## src/rtl/hazard_pkg.sv

```systemverilog
// Shared encodings, scoreboard stage layouts and hazard helper functions
// for hazard_ctrl. Forwarding is enabled with the HAZARD_FWD_EN macro.
package hazard_pkg;

  typedef logic [4:0] reg_t;

  // Stage at which a consumer first needs its source operand
  typedef enum logic [1:0] {
    TUSE_D    = 2'd0,
    TUSE_E    = 2'd1,
    TUSE_M    = 2'd2,
    TUSE_NONE = 2'd3
  } tuse_e;

  // Cycles until a producer's result exists, counted at E entry
  typedef enum logic [1:0] {
    TNEW_LINK = 2'd0,
    TNEW_ALU  = 2'd1,
    TNEW_LOAD = 2'd2
  } tnew_e;

  // D-stage compare operand selects
  typedef enum logic [1:0] {
    SEL_REG = 2'd0,
    SEL_E   = 2'd1,
    SEL_M   = 2'd2,
    SEL_W   = 2'd3
  } sel_e;

  // E-stage ALU operand selects
  localparam logic [1:0] ESEL_REG = 2'd0;
  localparam logic [1:0] ESEL_M   = 2'd1;
  localparam logic [1:0] ESEL_W   = 2'd2;

  typedef struct packed {
    reg_t       wa;
    logic [1:0] tnew;
    reg_t       rs;
    reg_t       rt;
  } e_stage_t;

  typedef struct packed {
    reg_t       wa;
    logic [1:0] tnew;
    reg_t       rt;
  } m_stage_t;

  typedef struct packed {
    reg_t wa;
  } w_stage_t;

  // $0 is hard-wired, so it never matches anything
  function automatic logic hit(reg_t src, reg_t wa);
    return (src != '0) && (src == wa);
  endfunction

  // One cycle closer to the result, floored at 0
  function automatic logic [1:0] tnew_dec(logic [1:0] t);
    return (t == 2'd0) ? 2'd0 : t - 2'd1;
  endfunction

  // Consumer must wait: a producer in E/M won't have the value in time
  function automatic logic fwd_stall(reg_t src, logic [1:0] tuse,
                                     e_stage_t e, m_stage_t m);
    return (tuse != TUSE_NONE) &&
           ((hit(src, e.wa) && (tuse < e.tnew)) ||
            (hit(src, m.wa) && (tuse < m.tnew)));
  endfunction

  // Without bypass paths any in-flight writer of the source blocks D
  function automatic logic blind_stall(reg_t src, logic [1:0] tuse,
                                       e_stage_t e, m_stage_t m, w_stage_t w);
    return (tuse != TUSE_NONE) &&
           (hit(src, e.wa) || hit(src, m.wa) || hit(src, w.wa));
  endfunction

  // Youngest ready producer wins for the D compare operands
  function automatic logic [1:0] d_sel(reg_t src, e_stage_t e, m_stage_t m,
                                       w_stage_t w);
    if (hit(src, e.wa) && (e.tnew == TNEW_LINK)) return SEL_E;
    if (hit(src, m.wa) && (m.tnew == TNEW_LINK)) return SEL_M;
    if (hit(src, w.wa))                          return SEL_W;
    return SEL_REG;
  endfunction

  function automatic logic [1:0] e_sel(reg_t src, m_stage_t m, w_stage_t w);
    if (hit(src, m.wa) && (m.tnew == TNEW_LINK)) return ESEL_M;
    if (hit(src, w.wa))                          return ESEL_W;
    return ESEL_REG;
  endfunction

endpackage

```

## src/rtl/hazard_stage_reg.sv

```systemverilog
// One scoreboard stage: loads its input each cycle, or an all-zero bubble;
// synchronous active-high clear.
module hazard_stage_reg
  import hazard_pkg::*;
#(
  parameter type T = e_stage_t
) (
  input  logic clk,
  input  logic reset,
  input  logic bubble,
  input  T     d,
  output T     q
);

  T stage_d, stage_q;

  // Bubble replaces the incoming instruction with an empty slot
  always_comb begin
    stage_d = d;
    if (bubble) stage_d = '0;
  end

  // Stage register with synchronous clear
  always_ff @(posedge clk) begin
    if (reset) stage_q <= '0;
    else       stage_q <= stage_d;
  end

  assign q = stage_q;

endmodule

```

## src/rtl/hazard_ctrl.sv

```systemverilog
// Pipeline hazard controller: E/M/W destination scoreboard, stall and
// operand-forwarding selects, stalled-cycle counter.
// `define HAZARD_FWD_EN to enable forwarding; otherwise any pending
// writer of a used source stalls D and all selects are 0.
module hazard_ctrl
  import hazard_pkg::*;
(
  input  logic        clk,
  input  logic        reset,
  input  logic [4:0]  D_rs,
  input  logic [4:0]  D_rt,
  input  logic [1:0]  D_tuse_rs,
  input  logic [1:0]  D_tuse_rt,
  input  logic [4:0]  D_wa,
  input  logic [1:0]  D_tnew,
  output logic        stall,
  output logic [1:0]  D_rs_sel,
  output logic [1:0]  D_rt_sel,
  output logic [1:0]  E_rs_sel,
  output logic [1:0]  E_rt_sel,
  output logic        M_rt_sel,
  output logic [31:0] stall_cnt
);

  e_stage_t    e_d, e_q;
  m_stage_t    m_d, m_q;
  w_stage_t    w_d, w_q;
  logic [31:0] stall_cnt_d, stall_cnt_q;

  // Next contents of each stage; tnew counts down as the producer moves on
  always_comb begin
    e_d = '{wa: D_wa, tnew: D_tnew, rs: D_rs, rt: D_rt};
    m_d = '{wa: e_q.wa, tnew: tnew_dec(e_q.tnew), rt: e_q.rt};
    w_d = '{wa: m_q.wa};
  end

  hazard_stage_reg #(.T(e_stage_t)) u_stage_e (
    .clk(clk), .reset(reset), .bubble(stall), .d(e_d), .q(e_q)
  );
  hazard_stage_reg #(.T(m_stage_t)) u_stage_m (
    .clk(clk), .reset(reset), .bubble(1'b0), .d(m_d), .q(m_q)
  );
  hazard_stage_reg #(.T(w_stage_t)) u_stage_w (
    .clk(clk), .reset(reset), .bubble(1'b0), .d(w_d), .q(w_q)
  );

`ifdef HAZARD_FWD_EN
  // Stall only when no bypass can deliver the value in time; else forward
  always_comb begin
    stall    = fwd_stall(D_rs, D_tuse_rs, e_q, m_q) ||
               fwd_stall(D_rt, D_tuse_rt, e_q, m_q);
    D_rs_sel = d_sel(D_rs, e_q, m_q, w_q);
    D_rt_sel = d_sel(D_rt, e_q, m_q, w_q);
    E_rs_sel = e_sel(e_q.rs, m_q, w_q);
    E_rt_sel = e_sel(e_q.rt, m_q, w_q);
    M_rt_sel = hit(m_q.rt, w_q.wa);
  end
`else
  // No bypass: wait until every pending writer of a used source retires
  always_comb begin
    stall    = blind_stall(D_rs, D_tuse_rs, e_q, m_q, w_q) ||
               blind_stall(D_rt, D_tuse_rt, e_q, m_q, w_q);
    D_rs_sel = SEL_REG;
    D_rt_sel = SEL_REG;
    E_rs_sel = ESEL_REG;
    E_rt_sel = ESEL_REG;
    M_rt_sel = 1'b0;
  end
`endif

  // Saturating count of stalled cycles
  always_comb begin
    stall_cnt_d = stall_cnt_q;
    if (stall && (stall_cnt_q != 32'hFFFF_FFFF)) stall_cnt_d = stall_cnt_q + 32'd1;
  end

  // Counter register
  always_ff @(posedge clk) begin
    if (reset) stall_cnt_q <= '0;
    else       stall_cnt_q <= stall_cnt_d;
  end

  assign stall_cnt = stall_cnt_q;

endmodule

```

## config.mk

```make
export PLATFORM = sky130hd
export DESIGN_NAME = hazard_ctrl
export DESIGN_NICKNAME = d
export VERILOG_FILES = /design/src/rtl/hazard_pkg.sv /design/src/rtl/hazard_stage_reg.sv /design/src/rtl/hazard_ctrl.sv
export SDC_FILE = /design/constraint.sdc
export NUM_CORES = 1
export LEC_CHECK = 0
export ABC_CLOCK_PERIOD_IN_PS = 2600
export CORE_MARGIN = 4
export CORE_UTILIZATION = 40
export CTS_CLUSTER_SIZE = 25
export DETAILED_ROUTE_END_ITERATION = 10
export PLACE_DENSITY = 0.7
export REMOVE_ABC_BUFFERS = 1
export SLEW_MARGIN = 20
export SYNTH_ARGS = -nofsm -noshare
export SYNTH_HDL_FRONTEND = slang
export SYNTH_SLANG_ARGS = --single-unit
```

## constraint.sdc

```tcl
create_clock -name clk -period 2.6 [get_ports clk]
set_input_delay 0.52 -clock clk [delete_from_list [all_inputs] [get_ports clk]]
set_output_delay 0.52 -clock clk [all_outputs]
set_load 0.1 [all_outputs]
```

==> results of run 1 <==
==> power by group through the flow <==
stage | sequential [uW] | clock (uW) | combinational, uW
after detailed placement | 767 | 0 | 299
after floorplan | 788 | 0 | 157
after global routing | 753 | 495 | 326
final | 750 | 447 | 305
after CTS | 751 | 462 | 304
after global placement | 766 | 0 | 295
==> final cells by class <==
class | instances | share of cell area, %
Inverter | 5 | 0.573
Clock inverter | 3 | 0.611
Clock buffer | 5 | 2.10
Multi-Input combinational cell | 218 | 45.5
Tap cell | 75 | 2.86
Timing Repair Buffer | 81 | 19.6
Sequential cell | 47 | 28.7
==> critical path, delay by kind of cell <==
kind | cells | cell delay, ns
and+or+nand+nor | 2 | 0.82
buffers and inverters | 2 | 0.44
AOI/OAI and AO/OA | 2 | 0.24
==> metrics by stage <==
stage          hold WS [ns]  setup WS [ns]  utilization [%]  total power, uW
2_1_floorplan         0.479         -0.523                -              945
3_3_place_gp          0.478         -0.476             52.3             1060
3_5_place_dp          0.491         -0.507             52.3             1070
4_1_cts               0.502       -0.00256             54.5             1520
5_1_grt               0.520        0.00621             54.4             1570
6_report              0.500         0.0592             54.4             1500
==> layer usage <==
layer	vias to the layer above	global-route usage (%)	part of all wire [%]
met3	9	4.16	6.8
met1	1055	19.2	44
met2	70	27.1	47
met5	-	0	0
met4	0	5.16	1.6
li1	1140	-	-
==> placed cells by master (no fill, tap or decap), types with 2 or more instances in the layout <==
| cell type | netlist | layout |
|---|---|---|
| and2_1 | 8 | 8 |
| mux2_1 | 2 | 2 |
| a21oi_1 | 19 | 19 |
| nor3_2 | 2 | 3 |
| nand3_2 | 2 | 3 |
| nand4_1 | 10 | 10 |
| xnor2_1 | 16 | 16 |
| or4_1 | 7 | 6 |
| nand3_1 | 7 | 6 |
| o21ba_1 | 2 | 2 |
| nor3_1 | 7 | 6 |
| dfxtp_1 | 47 | 47 |
| nor2b_1 | 16 | 16 |
| and3_1 | 4 | 4 |
| o211ai_2 | 2 | 2 |
| nand2_1 | 14 | 14 |
| xor2_1 | 21 | 21 |
| o21ai_0 | 7 | 6 |
| nor2_1 | 11 | 11 |
| buf_4 | 9 | 60 |
| or3_1 | 14 | 14 |
| a311oi_4 | 2 | 2 |
| clkbuf_8 | 0 | 5 |
| a31oi_1 | 2 | 2 |
| clkinvlp_4 | 0 | 2 |
| o2111ai_1 | 3 | 2 |
| and4_1 | 3 | 3 |
| o21ai_1 | 11 | 11 |
| inv_1 | 5 | 5 |
| conb_1 | 1 | 9 |
| clkdlybuf4s50_1 | 0 | 10 |
| clkbuf_2 | 0 | 4 |
| o31ai_1 | 5 | 5 |
| dlygate4sd2_1 | 0 | 6 |
==> worst max path at each step <==
stage / start / to / slack [ns] / depth (start not counted)
global placement: D_rs[2] / stall_cnt[10] / -0.48 / 9
floorplan: stall_cnt[0] / stall_cnt[20] / -0.52 / 8
detailed placement: D_rs[2] / stall_cnt[20] / -0.51 / 8
finish: D_rs[1] / stall / 0.06 / 6
CTS: D_rt[1] / stall / -0.003 / 7
global route: D_rs[1] / stall_cnt[0] / 0.006 / 11
==> state kept, by name, indices dropped and copies added, names as in the netlist <==
name	flops
stall_cnt	32
u_stage_w.q	5
u_stage_m.q	5
u_stage_e.q	5
==> timing repair <==
| action | CTS | global route |
|---|---|---|
| cloned | 0 | 0 |
| buffers inserted | 4 | 0 |
| pin swaps | 6 | 4 |
| setup endpoints to repair | 26 | 14 |
| gates resized for setup | 17 | 9 |
| endpoints found under the hold margin | 0 | 0 |
==> kinds of logic (layout without fill, tap and decap cells) <==
kind of cell / count (synthesis) / after routing / synth area share [%]
xor gates and xnor gates: 37 / 37 / 12.9
other: 1 / 9 / 0.149
adders and majority gates: 1 / 1 / 0.496
DFF: 47 / 47 / 37.3
muxes: 4 / 4 / 1.74
and+or+nand+nor: 111 / 111 / 26.3
AOI/OAI and AO/OA: 56 / 56 / 15.2
buffers and inverters: 25 / 94 / 6.00
==> flow_summary.toml, run 1 <==
[logic_synthesis]
synth_edf_count = 0
async_flop_share_pct = 0
yosys-top-cells-area = "dfxtp_1, xor2_1, xnor2_1"
synth_cell_types = 45
yosysTopAreaCell = "dfxtp_1"
yosys_most_used_dff = "dfxtp_1"
yosys_warnings = 0
synth.most_common_cell = "dfxtp_1"
synth_area_um2 = 2520
synth-seq-area-share_pct = 37.3
syn_inst = 282
ys_top_cells_by_count = "dfxtp_1, xor2_1, a21oi_1, nor2b_1, xnor2_1"
ys_seq_elements = 47
syn_area_per_cell_um2 = 8.94
synth_top_area_share_pct = 37.3

[pwr]
p_leak_uw = 0.00131
irDropWorstVdd_mv = 0.229
power.switching_uw = 463
p_clk_share_pct = 29.8
pwr-share-seq_pct = 50.0
intPower_uw = 1040
combPwrFrac_pct = 20.3
power_density_nw_per_um2 = 458
swShare_pct = 30.8

[sta]
fin_skew_ns = 0.0141
fmax_ghz = 0.394
period_share_pct = 97.7
hold_violations = 0
rsz0062_at_grt = "false"
slew_violations = 0
fin_crit_ns = 2.54
setup_viol = 0
fin_tns_setup_ns = 0

[worst_setup_path]
r2r-start = "stall_cnt[9]"
path_class = "primary input to output port"
r2r-end = "stall_cnt[0]"
worstPathCellList = "dlygate4sd2_1, or4_4, o21ai_4, a31oi_1, or2_4, buf_12"
cp_data_required_time_ns = 2.08
slowest_delay_ns = 0.55
r2r_slack_ns = 0.21
start_kind = "primary input"
slowest_stage = "or4_4"
critPathCaptureType = "output port"
rr_worst_depth = 9
crit_arrival_ns = 2.02
cp_max_fo = 3

[clock_network]
path_clk_slew_ns = 0.10
ctsRootBufferMaster = "clkbuf_8"
clk_path_buf_depth = 2
insertion_delay_ns = 0.31
cts_tree = "built"
cts_hold_buffers = 0
htree_levels = 2
clock-sinks = 47
numCtsBuffers = 5

[placed_design]
port_buffers = 53
dpl.cell_count = 422
placed_area_um2 = 3150
globalplace.congestion = 0.821
dpl.hpwl_mm = 4.37

[min_path]
hold_path_depth = 2
hp-class = "flop to flop"
hold_start = "stall_cnt[24]"
min_to = "stall_cnt[24]"

[route]
routed_wl_mm = 5.74
wl_per_cell_um = 13.2
vias = 2274
via_per_inst = 5.24
postRouteAntennaNets = 0
dr.pass1.iters = 4
drc_errors = 0
drtIter0Drc = 108

[floorplanning]
rows = 28
die_h_um = 87.4
core_area_um2 = 6030
initial_core_util_pct = 41.8
ios = 65
die_w_um = 87.4
dieArea_um2 = 7640

[final_layout]
area_growth_pct = 30.0
nets = 382
num_antenna_cells = 0
multi_input_area_um2 = 1490
fillers = 557
drive_gt1_share_pct = 25.1
final_area_um2 = 3280
fin_cells = 434
area.sequential_um2 = 941

[global_routing]
grt_max_degree = 25
grt_overflow = 0
antenna_found_initial = 0
grt_pass1_vias = 2135
grt_first_pass_wirelength_mm = 9.65
grt_use_total_pct = 15.8

[outcome]
outcome = "completed"

[run]
maxCapViolCount = 0
(Power assumes the default switching activity.)
==> inputs of run 2 (changes only) <==
--- a/config.mk
+++ b/config.mk
@@ -5,12 +5,13 @@
 export SDC_FILE = /design/constraint.sdc
 export NUM_CORES = 1
 export LEC_CHECK = 0
+export ABC_AREA = 1
 export ABC_CLOCK_PERIOD_IN_PS = 2600
 export CORE_MARGIN = 4
 export CORE_UTILIZATION = 40
 export CTS_CLUSTER_SIZE = 25
 export DETAILED_ROUTE_END_ITERATION = 10
-export PLACE_DENSITY = 0.7
+export PLACE_DENSITY = 0.65
 export REMOVE_ABC_BUFFERS = 1
 export SLEW_MARGIN = 20
 export SYNTH_ARGS = -nofsm -noshare
==> run 2 against run 1 <==
Synthesized cell count up 70%. Routed wire length increased by 22%. Total power up 0.88%.
==> flow_summary.toml, run 2 <==
[outcome]
outcome = "completed"

[logic_synthesis]
syn_inst = 480
yosysTopAreaCell = "dfxtp_1"
ys_seq_elements = 47
synth.most_common_cell = "nand2_1"
synth-seq-area-share_pct = 31.2
syn_area_per_cell_um2 = 6.28
ys_top_cells_by_count = "nand2_1, nor2_1, inv_1, dfxtp_1, a21oi_1"
yosys_most_used_dff = "dfxtp_1"
yosys-top-cells-area = "dfxtp_1, nand2_1, nor2_1"
yosys_warnings = 0
synth_area_um2 = 3010
synth_top_area_share_pct = 31.2
synth_cell_types = 24
async_flop_share_pct = 0
synth_edf_count = 0

[clock_network]
insertion_delay_ns = 0.29
htree_levels = 2
clk_path_buf_depth = 2
ctsRootBufferMaster = "clkbuf_8"
clock-sinks = 47
cts_tree = "built"
postCtsSetupRepairBufs = 0
path_clk_slew_ns = 0.09
numCtsBuffers = 5

[floorplanning]
initial_core_util_pct = 41.3
dieArea_um2 = 8990
core_area_um2 = 7290
rows = 31
die_w_um = 94.8
die_h_um = 94.8
ios = 65

[route]
dr.pass1.iters = 4
drc_errors = 0
postRouteAntennaNets = 0
via_per_inst = 4.74
vias = 2990
routed_wl_mm = 7.01
wl_per_cell_um = 11.1
drtIter0Drc = 122

[final_layout]
final_cell_mix = "nand2_1, nor2_1, inv_1"
nets = 555
drive_gt1_share_pct = 16.0
largest_register_ffs = 32
layout_commonest_cell = "nand2_1"
num_antenna_cells = 0
area_growth_pct = 18.6

[placed_design]
pre_cts_ws_ns = 0.0770
dpl.hpwl_mm = 5.32
port_buffers = 53
globalplace.congestion = 0.887

[worst_setup_path]
cp_max_fo = 5
worstPathCellList = "clkdlybuf4s50_1, inv_1, nand2_1, nand2_1, nor2_1, nand3_1, nand3_1, nand2_1, nand2_2, buf_12"
critPathCaptureType = "output port"
path_class = "primary input to output port"
start_kind = "primary input"
slowest_delay_ns = 0.59
cpMostUsedCell = "nand2_1"
crit_arrival_ns = 1.96
slowest_stage = "clkdlybuf4s50_1"
cp_data_required_time_ns = 2.08

[pwr]
power.switching_uw = 493
irDropWorstVdd_mv = 0.194
combPwrFrac_pct = 21.9
intPower_uw = 1020
p_clk_share_pct = 28.4
pwr-share-seq_pct = 49.7
p_leak_uw = 0.00165
power_density_nw_per_um2 = 424
swShare_pct = 32.5

[sta]
setup_viol = 0
fmax_ghz = 0.404
fin_tns_setup_ns = 0
fin_skew_ns = 0.00451
fin_crit_ns = 2.48
whs_ns = 0.471
slew_violations = 0
hold_violations = 0
rsz0062_at_grt = "false"
timing.final.ws_setup_ns = 0.124
period_share_pct = 95.2

[global_routing]
grt_first_pass_wirelength_mm = 11.8
grt_overflow = 0
grt_pass1_vias = 2659
grt_use_total_pct = 16.4
grt_max_degree = 33
antenna_found_initial = 0

[run]
maxCapViolCount = 0

[min_path]
hp-class = "flop to flop"
run 2: changes by cell type in the layout (fill, tap and decap cells not counted), sizes merged, moves of 9 or more:
cell           change
xor2              -17
clkdlybuf4s50      +9
nor2              +78
xnor2             -11
nand3             +44
inv               +61
or3               -14
a21oi             +13
nor2b             -16
nand2            +130
buf               -24
o21ai             -14
run 2: metal layers:
| layer | track usage (%) | vias to the layer above | wire length [um] |
|---|---|---|---|
| met2 | 26.3 | 75 | 3110 |
| li1 | - | 1564 | - |
| met4 | 3.61 | 0 | 52 |
| met5 | 0 | - | 0 |
| met1 | 21.9 | 1344 | 3400 |
| met3 | 4.54 | 7 | 448 |
run 2: final timing paths:
check	to	from	depth (start not counted)	slack (ns)
worst min-delay path	u_stage_w.q[2]	u_stage_m.q[9]	2	0.47
worst min register to register	u_stage_w.q[2]	u_stage_m.q[9]	2	0.47
worst max register to register	stall_cnt[23]	stall_cnt[0]	10	0.76
worst max-delay path	stall	D_rt[4]	10	0.12
run 2: final cells by class:
cell class / instances / area, um^2
fillers: 762 / 3720
multi-input cells: 354 / 1690
flip-flops and latches: 47 / 941
repair buffers: 57 / 493
inverters: 66 / 248
well taps: 99 / 124
clock buffers: 7 / 76.3
clock inverters: 1 / 5.00
run 2: critical path: cells and delay by family:
kind	cells	cell delay, ns
simple gates	7	0.59
buf+inv	3	0.83
run 2: metrics by stage:
step,instance area [um^2],utilization [%],std cells,power [uW]
6_report,3570,49.0,631,1510
2_1_floorplan,2870,-,467,1000
3_5_place_dp,3490,47.9,623,1100
4_1_cts,3570,49.0,631,1530
5_1_grt,3570,49.0,631,1600
3_3_place_gp,3490,47.9,623,1100
run 2: logic make-up (layout without fill, tap and decap cells):
| logic type | Yosys count | after routing | synth area share, % |
|---|---|---|---|
| xor gates and xnor gates | 9 | 9 | 2.62 |
| AOI/OAI and AO/OA | 36 | 36 | 5.98 |
| and+or+nand+nor | 299 | 299 | 45.8 |
| buffers and inverters | 87 | 131 | 13.9 |
| other | 1 | 9 | 0.124 |
| DFF | 47 | 47 | 31.2 |
| adders and majority gates | 1 | 1 | 0.415 |
run 2: power groups by stage:
stage	combinational, uW	sequential (uW)	clock [uW]
3_3_place_gp	328	769	0
4_1_cts	333	752	446
5_1_grt	362	755	478
2_1_floorplan	205	796	0
3_5_place_dp	332	769	0
6_report	332	753	430
run 2: what timing repair did:
item                       in CTS  in global routing
gates resized for setup         0                  1
hold buffers                    0                  0
setup endpoints to repair       0                  1
hold endpoints to repair        0                  0
==> inputs of run 3 (changes only) <==
--- a/config.mk
+++ b/config.mk
@@ -13,7 +13,6 @@
 export DETAILED_ROUTE_END_ITERATION = 10
 export PLACE_DENSITY = 0.65
 export REMOVE_ABC_BUFFERS = 1
-export SLEW_MARGIN = 20
 export SYNTH_ARGS = -nofsm -noshare
 export SYNTH_HDL_FRONTEND = slang
 export SYNTH_SLANG_ARGS = --single-unit
==> results of run 3 <==
The final DEF is identical to that of run 2; final timing and power are the same.
